File: src/rtl/branch_predictor_if.sv
// Fetch/Execute signal bundle between the pipeline (master) and the branch predictor (slave).
// Purely combinational wiring; the predictor never stalls the pipeline.
interface branch_predictor_if;
  logic [31:0] PCF;
  logic        PredTakenF;
  logic [31:0] PCNextPredF;
  logic [31:0] PCE;
  logic        BranchE;
  logic        NeedBranchE;
  logic [31:0] PCTargetE;
  logic        PredTakenE;
  logic [31:0] PCNextPredE;
  logic        MispredictE;
  logic [31:0] RedirectPCE;
  logic [15:0] BranchCount;
  logic [15:0] MispredCount;

  modport slave (
    input  PCF, PCE, BranchE, NeedBranchE, PCTargetE, PredTakenE, PCNextPredE,
    output PredTakenF, PCNextPredF, MispredictE, RedirectPCE, BranchCount, MispredCount
  );

  modport master (
    output PCF, PCE, BranchE, NeedBranchE, PCTargetE, PredTakenE, PCNextPredE,
    input  PredTakenF, PCNextPredF, MispredictE, RedirectPCE, BranchCount, MispredCount
  );
endinterface

File: src/rtl/branch_predictor.sv
// Direct-mapped BTB with 2-bit counters: 0-cycle lookup in Fetch, 0-cycle resolve and
// next-edge training in Execute, saturating branch/mispredict stats; no backpressure.
module branch_predictor #(
  parameter int ENTRIES = 16
) (
  input  logic               clk,
  input  logic               rst_n,
  branch_predictor_if.slave  bp
);
  localparam int IDX = $clog2(ENTRIES);
  localparam int TW  = 30 - IDX;

  logic            r_valid  [ENTRIES];
  logic [TW-1:0]   r_tag    [ENTRIES];
  logic [31:0]     r_target [ENTRIES];
  logic [1:0]      r_ctr    [ENTRIES];
  logic [15:0]     r_branch_cnt;
  logic [15:0]     r_mispred_cnt;

  logic [IDX-1:0]  w_f_idx;
  logic [IDX-1:0]  w_e_idx;
  logic            w_f_hit;
  logic            w_e_hit;
  logic            w_pred_taken;
  logic            w_mispredict;

  assign w_f_idx      = bp.PCF[IDX+1:2];
  assign w_e_idx      = bp.PCE[IDX+1:2];
  assign w_f_hit      = r_valid[w_f_idx] && (r_tag[w_f_idx] == bp.PCF[31:IDX+2]);
  assign w_e_hit      = r_valid[w_e_idx] && (r_tag[w_e_idx] == bp.PCE[31:IDX+2]);
  assign w_pred_taken = w_f_hit && r_ctr[w_f_idx][1];

  assign bp.PredTakenF  = w_pred_taken;
  assign bp.PCNextPredF = w_pred_taken ? r_target[w_f_idx] : bp.PCF + 32'd4;

  // A taken branch also mispredicts when the carried-down target was stale.
  assign w_mispredict = bp.BranchE &&
                        ((bp.PredTakenE != bp.NeedBranchE) ||
                         (bp.NeedBranchE && (bp.PCNextPredE != bp.PCTargetE)));
  assign bp.MispredictE  = w_mispredict;
  assign bp.RedirectPCE  = bp.NeedBranchE ? bp.PCTargetE : bp.PCE + 32'd4;
  assign bp.BranchCount  = r_branch_cnt;
  assign bp.MispredCount = r_mispred_cnt;

  always_ff @(posedge clk or negedge rst_n) begin
    if (!rst_n) begin
      for (int i = 0; i < ENTRIES; i++) begin
        r_valid[i]  <= 1'b0;
        r_tag[i]    <= '0;
        r_target[i] <= '0;
        r_ctr[i]    <= 2'b01;
      end
    end else if (bp.BranchE) begin
      if (w_e_hit) begin
        if (bp.NeedBranchE) begin
          if (r_ctr[w_e_idx] != 2'd3) r_ctr[w_e_idx] <= r_ctr[w_e_idx] + 2'd1;
          r_target[w_e_idx] <= bp.PCTargetE;
        end else if (r_ctr[w_e_idx] != 2'd0) begin
          r_ctr[w_e_idx] <= r_ctr[w_e_idx] - 2'd1;
        end
      end else if (bp.NeedBranchE) begin
        // Taken miss evicts whatever aliased into this slot.
        r_valid[w_e_idx]  <= 1'b1;
        r_tag[w_e_idx]    <= bp.PCE[31:IDX+2];
        r_target[w_e_idx] <= bp.PCTargetE;
        r_ctr[w_e_idx]    <= 2'b10;
      end
    end
  end

  always_ff @(posedge clk or negedge rst_n) begin
    if (!rst_n) begin
      r_branch_cnt  <= '0;
      r_mispred_cnt <= '0;
    end else begin
      if (bp.BranchE && (r_branch_cnt != 16'hFFFF))   r_branch_cnt  <= r_branch_cnt + 16'd1;
      if (w_mispredict && (r_mispred_cnt != 16'hFFFF)) r_mispred_cnt <= r_mispred_cnt + 16'd1;
    end
  end
endmodule

File: src/flat_wrapper.sv
// flat-port wrapper written by rule: the top's interface ports become plain ports
module branch_predictor_flat 
#(
  parameter int ENTRIES = 16
)
  (clk, rst_n, bp_PCF, bp_PCE, bp_BranchE, bp_NeedBranchE, bp_PCTargetE, bp_PredTakenE, bp_PCNextPredE, bp_PredTakenF, bp_PCNextPredF, bp_MispredictE, bp_RedirectPCE, bp_BranchCount, bp_MispredCount);
  branch_predictor_if bp_i ();
  input  logic clk;
  input  logic rst_n;
  input wire logic [$bits(bp_i.PCF)-1:0] bp_PCF;
  input wire logic [$bits(bp_i.PCE)-1:0] bp_PCE;
  input wire logic [$bits(bp_i.BranchE)-1:0] bp_BranchE;
  input wire logic [$bits(bp_i.NeedBranchE)-1:0] bp_NeedBranchE;
  input wire logic [$bits(bp_i.PCTargetE)-1:0] bp_PCTargetE;
  input wire logic [$bits(bp_i.PredTakenE)-1:0] bp_PredTakenE;
  input wire logic [$bits(bp_i.PCNextPredE)-1:0] bp_PCNextPredE;
  output wire logic [$bits(bp_i.PredTakenF)-1:0] bp_PredTakenF;
  output wire logic [$bits(bp_i.PCNextPredF)-1:0] bp_PCNextPredF;
  output wire logic [$bits(bp_i.MispredictE)-1:0] bp_MispredictE;
  output wire logic [$bits(bp_i.RedirectPCE)-1:0] bp_RedirectPCE;
  output wire logic [$bits(bp_i.BranchCount)-1:0] bp_BranchCount;
  output wire logic [$bits(bp_i.MispredCount)-1:0] bp_MispredCount;
  assign bp_i.PCF = bp_PCF;
  assign bp_i.PCE = bp_PCE;
  assign bp_i.BranchE = bp_BranchE;
  assign bp_i.NeedBranchE = bp_NeedBranchE;
  assign bp_i.PCTargetE = bp_PCTargetE;
  assign bp_i.PredTakenE = bp_PredTakenE;
  assign bp_i.PCNextPredE = bp_PCNextPredE;
  assign bp_PredTakenF = bp_i.PredTakenF;
  assign bp_PCNextPredF = bp_i.PCNextPredF;
  assign bp_MispredictE = bp_i.MispredictE;
  assign bp_RedirectPCE = bp_i.RedirectPCE;
  assign bp_BranchCount = bp_i.BranchCount;
  assign bp_MispredCount = bp_i.MispredCount;
  branch_predictor #(.ENTRIES(ENTRIES)) u_core (.clk(clk), .rst_n(rst_n), .bp(bp_i));
endmodule
File: config.mk
export PLATFORM = sky130hd
export DESIGN_NAME = branch_predictor_flat
export DESIGN_NICKNAME = d
export VERILOG_FILES = /design/src/rtl/branch_predictor_if.sv /design/src/rtl/branch_predictor.sv /design/src/flat_wrapper.sv
export SDC_FILE = /design/constraint.sdc
export NUM_CORES = 2
export LEC_CHECK = 0
export CELL_PAD_IN_SITES_DETAIL_PLACEMENT = 1
export CELL_PAD_IN_SITES_GLOBAL_PLACEMENT = 2
export CORE_ASPECT_RATIO = 0.6
export CORE_MARGIN = 8
export CORE_UTILIZATION = 41
export DETAILED_ROUTE_END_ITERATION = 10
export PLACE_DENSITY = 0.81
export REMOVE_ABC_BUFFERS = 1
export SETUP_SLACK_MARGIN = 0.4
export SLEW_MARGIN = 0
export SYNTH_ARGS = -nofsm -noshare
export SYNTH_HDL_FRONTEND = slang
export SYNTH_SLANG_ARGS = --single-unit
export TNS_END_PERCENT = 10
File: constraint.sdc
create_clock -name clk -period 5.9 [get_ports clk]
set_clock_uncertainty 0.1 [all_clocks]
set_input_delay 1.18 -clock clk [delete_from_list [all_inputs] [get_ports clk]]
set_output_delay 1.18 -clock clk [all_outputs]
set_load 0.05 [all_outputs]
==> flow_metrics.py <==
metrics = {
    "power": {
        "max-vdd-ir-drop_mv": 0.271,
        "cellLeakagePower_nw": 26.9,
        "power.density_cell_area_nw_per_um2": 331,
    },
    "cts": {
        "cts_htree_levels": 3,
        "max-clock-path-buffers": 3,
        "clkSlewWorstSetupHoldPaths_ns": 0.06,
        "tritoncts": "built",
        "clock_sink_count": 1008,
        "clock_insertion_delay_worst_skew_ns": 0.72,
        "cts_inserted_buffers": 98,
        "cts-root-buf": "sky130_fd_sc_hd__clkbuf_16",
    },
    "drt": {
        "antenna_violating_nets_post_route": 0,
        "routed_wl_um": 187000,
        "drt-vias-per-instance": 6.21,
        "routed_wire_length_per_instance_um": 33.3,
        "drt-pass1-iter-count": 7,
        "dr_total_vias": 34900,
        "dr.first_iter.drc_count": 3677,
        "detail_route.drc_violations": 0,
    },
    "die": {
        "starting_utilization_of_the_core_area_pct": 41.3,
        "num_io_pins": 231,
        "row_count": 101,
        "fp.dieW_um": 477,
        "die_outline_area_um2": 139000,
        "dieHeight_um": 293,
        "core-area_um2": 126000,
    },
    "grt": {
        "maximum_number_of_pins_on_one_net_before_global_route_repair": 137,
        "grt_antenna_before_repair": 10,
        "number_of_global_route_vias_before_repair": 36700,
        "gr-usage-all-layers_pct": 26.4,
        "grt_first_pass_wirelength_um": 274000,
        "global_route.overflow_total": 0,
    },
    "sta": {
        "rsz0062_at_grt": "yes",
        "max_freq_mhz": 166,
        "timing.final.crit_share_pct": 102,
        "final-hold-violation-count": 0,
        "slew-limit-headroom_pct": 30.7,
        "min_period_ns": 6.01,
        "tightest_slew_ns": 1.04,
        "finalMaxSlewViolations": 0,
        "setup_violations": 32,
        "setup_ws_ns": -0.112,
    },
    "logic_synthesis": {
        "synth-async-reset-ratio_pct": 100,
        "yosys_warnings": 0,
        "netlist_instances": 3533,
        "synth_top_family_by_area": "multiplexers",
        "xor_xnor_cell_area_share_of_the_yosys_netlist_pct": 2.87,
        "postSynthRegisterBits": 1008,
        "post_synth_mux_area_share_pct": 39.3,
        "proportion_of_netlist_area_held_by_the_largest_area_contributor_pct": 47.5,
        "synth_cell_types": 73,
        "ys_top_cells_by_area": "sky130_fd_sc_hd__dfrtp_1, sky130_fd_sc_hd__mux2_2, sky130_fd_sc_hd__mux4_2",
        "synth_area_per_cell_um2": 14.8,
        "syn-cell-area_um2": 52200,
        "synth_seq_area_share_pct": 48.3,
        "post_synth_fa_ha_maj_area_fraction_pct": 0.216,
        "synth_enable_flop_cells": 0,
        "yosysTopAreaCell": "sky130_fd_sc_hd__dfrtp_1",
        "complex_gate_fraction_of_the_synthesized_area_pct": 2.18,
        "basic_gate_share_of_the_synthesized_area_counting_and_or_nand_and_nor_cells_pct": 3.89,
        "ys_dominant_reg_cell": "sky130_fd_sc_hd__dfrtp_1",
    },
    "worst_setup_path": {
        "worst-r2r-cell-count": 11,
        "worst-r2r-setup-slack_ns": 1.30,
        "timing.critical_path.arrival_ns": 4.73,
        "critical_path_launch_point_type": "input pin",
        "cp_max_fo": 8,
        "cp_data_required_time_ns": 4.62,
        "worstPathCellList": "buf_16 -> buf_16 -> buf_12 -> buf_12 -> buf_8 -> mux4_2 -> mux4_2 -> xnor2_2 -> nand4_1 -> nor4_4 -> buf_6 -> buf_12 -> buf_16 -> mux2_4 -> buf_8",
        "worst_path_max_delay_cell": "sky130_fd_sc_hd__mux4_2",
        "r2r_start": "u_core.r_tag[313]$_DFFE_PN0P_",
        "timing_worst_setup_path_type": "input pin to primary output",
        "reg2reg_to": "u_core.r_ctr[30]$_DFFE_PN1P_",
        "worst_setup_path_end_kind": "primary output",
        "crit_path_max_incr_delay_ns": 0.52,
        "timing.critical_path.from": "bp_PCF[2]",
    },
    "run_status": {
        "run_status": "finished, violations left",
        "violations": "negative setup slack",
    },
    "finish": {
        "design_area_um2": 62400,
        "finish.net_count": 3976,
        "layout-drive-gt1-share_pct": 50.8,
        "syn2layout_area_growth_pct": 19.5,
        "seqCellArea_um2": 25200,
        "final.fill_count": 12100,
        "post_route_non_filler_standard_cell_count": 5614,
        "area_of_the_multi_input_gates_um2": 25700,
    },
    "placed_design": {
        "dpl.cell_count": 5417,
        "place.detailed.hpwl_um": 127000,
        "detailed_place.area_um2": 58300,
        "gp_routability_congestion": 0.899,
        "port_buffer_cells": 230,
    },
    "run": {
        "timing.max_cap.violations": 0,
    },
    "hold_path": {
        "hold_end": "u_core.bp.BranchCount[9]$_DFFE_PN0P_",
        "worst_hold_path.num_cells": 1,
        "hold_path.class": "register to register",
        "timing.hold.worst.start": "u_core.bp.BranchCount[9]$_DFFE_PN0P_",
    },
}
==> synth_stat cells (10+ instances only) <==
master / count
sky130_fd_sc_hd__a211oi_1: 11
sky130_fd_sc_hd__a21oi_1: 13
sky130_fd_sc_hd__a22oi_1: 33
sky130_fd_sc_hd__and2_1: 12
sky130_fd_sc_hd__and3_1: 22
sky130_fd_sc_hd__and4_1: 11
sky130_fd_sc_hd__buf_1: 37
sky130_fd_sc_hd__buf_2: 43
sky130_fd_sc_hd__buf_4: 25
sky130_fd_sc_hd__buf_6: 24
sky130_fd_sc_hd__clkbuf_1: 211
sky130_fd_sc_hd__dfrtp_1: 992
sky130_fd_sc_hd__dfstp_2: 16
sky130_fd_sc_hd__inv_1: 14
sky130_fd_sc_hd__mux2_1: 12
sky130_fd_sc_hd__mux2_2: 981
sky130_fd_sc_hd__mux2i_1: 83
sky130_fd_sc_hd__mux4_2: 379
sky130_fd_sc_hd__nand2_1: 98
sky130_fd_sc_hd__nand2b_1: 13
sky130_fd_sc_hd__nand3_1: 51
sky130_fd_sc_hd__nand4_1: 35
sky130_fd_sc_hd__nor2_1: 50
sky130_fd_sc_hd__nor2b_1: 11
sky130_fd_sc_hd__nor3_1: 10
sky130_fd_sc_hd__nor4_1: 16
sky130_fd_sc_hd__o21ai_0: 45
sky130_fd_sc_hd__xnor2_1: 95
sky130_fd_sc_hd__xor2_1: 76
==> power by group <==
part,internal [mW],switching (mW),leakage (nW)
Combinational,2.53,2.10,12.4
Clock,3.89,2.90,1.68
Sequential,8.25,0.989,12.8
Total,14.7,5.99,26.9
==> sequential cells by signal, indices dropped and copies added, names as in the netlist <==
register and cells:
u_core.r_valid 16, u_core.bp.MispredCount 16, u_core.r_ctr 32, u_core.r_target 512
u_core.r_tag 416, u_core.bp.BranchCount 16
==> logic make-up (layout without fill, tap and decap cells) <==
family,Yosys count,count (layout)
flip-flops,1008,1008
other,0,3
AO/OA/AOI/OAI,158,158
multiplexers,1455,1455
adder cells (fa/ha/maj),9,9
buffers and inverters,356,735
XOR/XNOR,171,171
AND/OR/NAND/NOR,376,376
==> layout by cell type (no fill, tap or decap), types with 10 or more instances in the layout <==
cell / n
sky130_fd_sc_hd__a21oi_1: 12
sky130_fd_sc_hd__a22oi_1: 33
sky130_fd_sc_hd__and3_1: 21
sky130_fd_sc_hd__and4_1: 11
sky130_fd_sc_hd__buf_12: 84
sky130_fd_sc_hd__buf_4: 251
sky130_fd_sc_hd__buf_6: 12
sky130_fd_sc_hd__buf_8: 28
sky130_fd_sc_hd__bufinv_16: 11
sky130_fd_sc_hd__clkbuf_1: 18
sky130_fd_sc_hd__clkbuf_16: 100
sky130_fd_sc_hd__clkbuf_8: 23
sky130_fd_sc_hd__clkdlybuf4s50_1: 158
sky130_fd_sc_hd__clkinv_2: 17
sky130_fd_sc_hd__dfrtp_1: 992
sky130_fd_sc_hd__dfstp_2: 16
sky130_fd_sc_hd__inv_1: 14
sky130_fd_sc_hd__mux2_1: 12
sky130_fd_sc_hd__mux2_2: 954
sky130_fd_sc_hd__mux2_4: 27
sky130_fd_sc_hd__mux2i_1: 82
sky130_fd_sc_hd__mux4_2: 379
sky130_fd_sc_hd__nand2_1: 96
sky130_fd_sc_hd__nand2_2: 10
sky130_fd_sc_hd__nand2b_1: 13
sky130_fd_sc_hd__nand3_1: 45
sky130_fd_sc_hd__nand4_1: 35
sky130_fd_sc_hd__nor2_1: 37
sky130_fd_sc_hd__nor2_4: 12
sky130_fd_sc_hd__nor2b_1: 11
sky130_fd_sc_hd__nor4_1: 13
sky130_fd_sc_hd__o21ai_0: 44
sky130_fd_sc_hd__xnor2_1: 90
sky130_fd_sc_hd__xor2_1: 74
==> stage by stage <==
stage | setup WS [ns] | util (%) | total power [mW] | setup TNS (ns) | hold WS, ns
finish | -0.112 | 49.4 | 20.7 | -2.18 | 0.380
global route | -0.155 | 49.4 | 21.4 | -3.44 | 0.410
CTS | -0.0289 | 49.3 | 20.7 | -0.208 | 0.386
detailed placement | -0.320 | 46.1 | 13.8 | -9.14 | 0.376
global placement | -0.249 | 46.1 | 13.6 | -7.17 | 0.372
floorplan | -0.686 | - | 11.8 | -9.36 | 0.352
==> per-layer routing <==
layer | vias to the layer above | routed length [µm] | track usage, %
met3 | 320 | 15700 | 6.68
met4 | 6 | 6780 | 8.79
met1 | 19200 | 83200 | 38.8
li1 | 13900 | - | -
met5 | - | 40 | 0
met2 | 1403 | 81300 | 38.2
==> area by class of cell <==
type | instances | share of cell area (%)
Sequential cell | 1008 | 40.4
Clock buffer | 141 | 4.62
Timing Repair Buffer | 542 | 9.42
Multi-Input combinational cell | 2169 | 41.2
Clock inverter | 37 | 0.846
Inverter | 15 | 0.0942
Tap cell | 1699 | 3.40
Antenna cell | 3 | 0.0120
==> repair_timing <==
action                     4_1_cts  5_1_grt
cloned                           3        0
resized for setup               96       22
setup buffers                   13        0
setup endpoints to repair       38       38
hold buffers                     0        0
pin swaps                        7       10
==> worst max-delay path by stage <==
stage	endpoint	slack (ns)	cells after the start
after floorplan	bp_PCNextPredF[2]	-0.69	7
after global placement	bp_PCNextPredF[4]	-0.25	15
after detailed placement	bp_PCNextPredF[7]	-0.32	12
after CTS	bp_PCNextPredF[18]	-0.03	16
after global routing	bp_PCNextPredF[29]	-0.15	15
final	bp_PCNextPredF[31]	-0.11	15
==> critical path: cells and delay by family <==
family        cells  cell delay [ns]
xor+xnor          1             0.20
mux               3             1.35
simple gates      2             0.66
buf+inv           9             1.27
No activity file was read; power rests on OpenSTA's default activity.
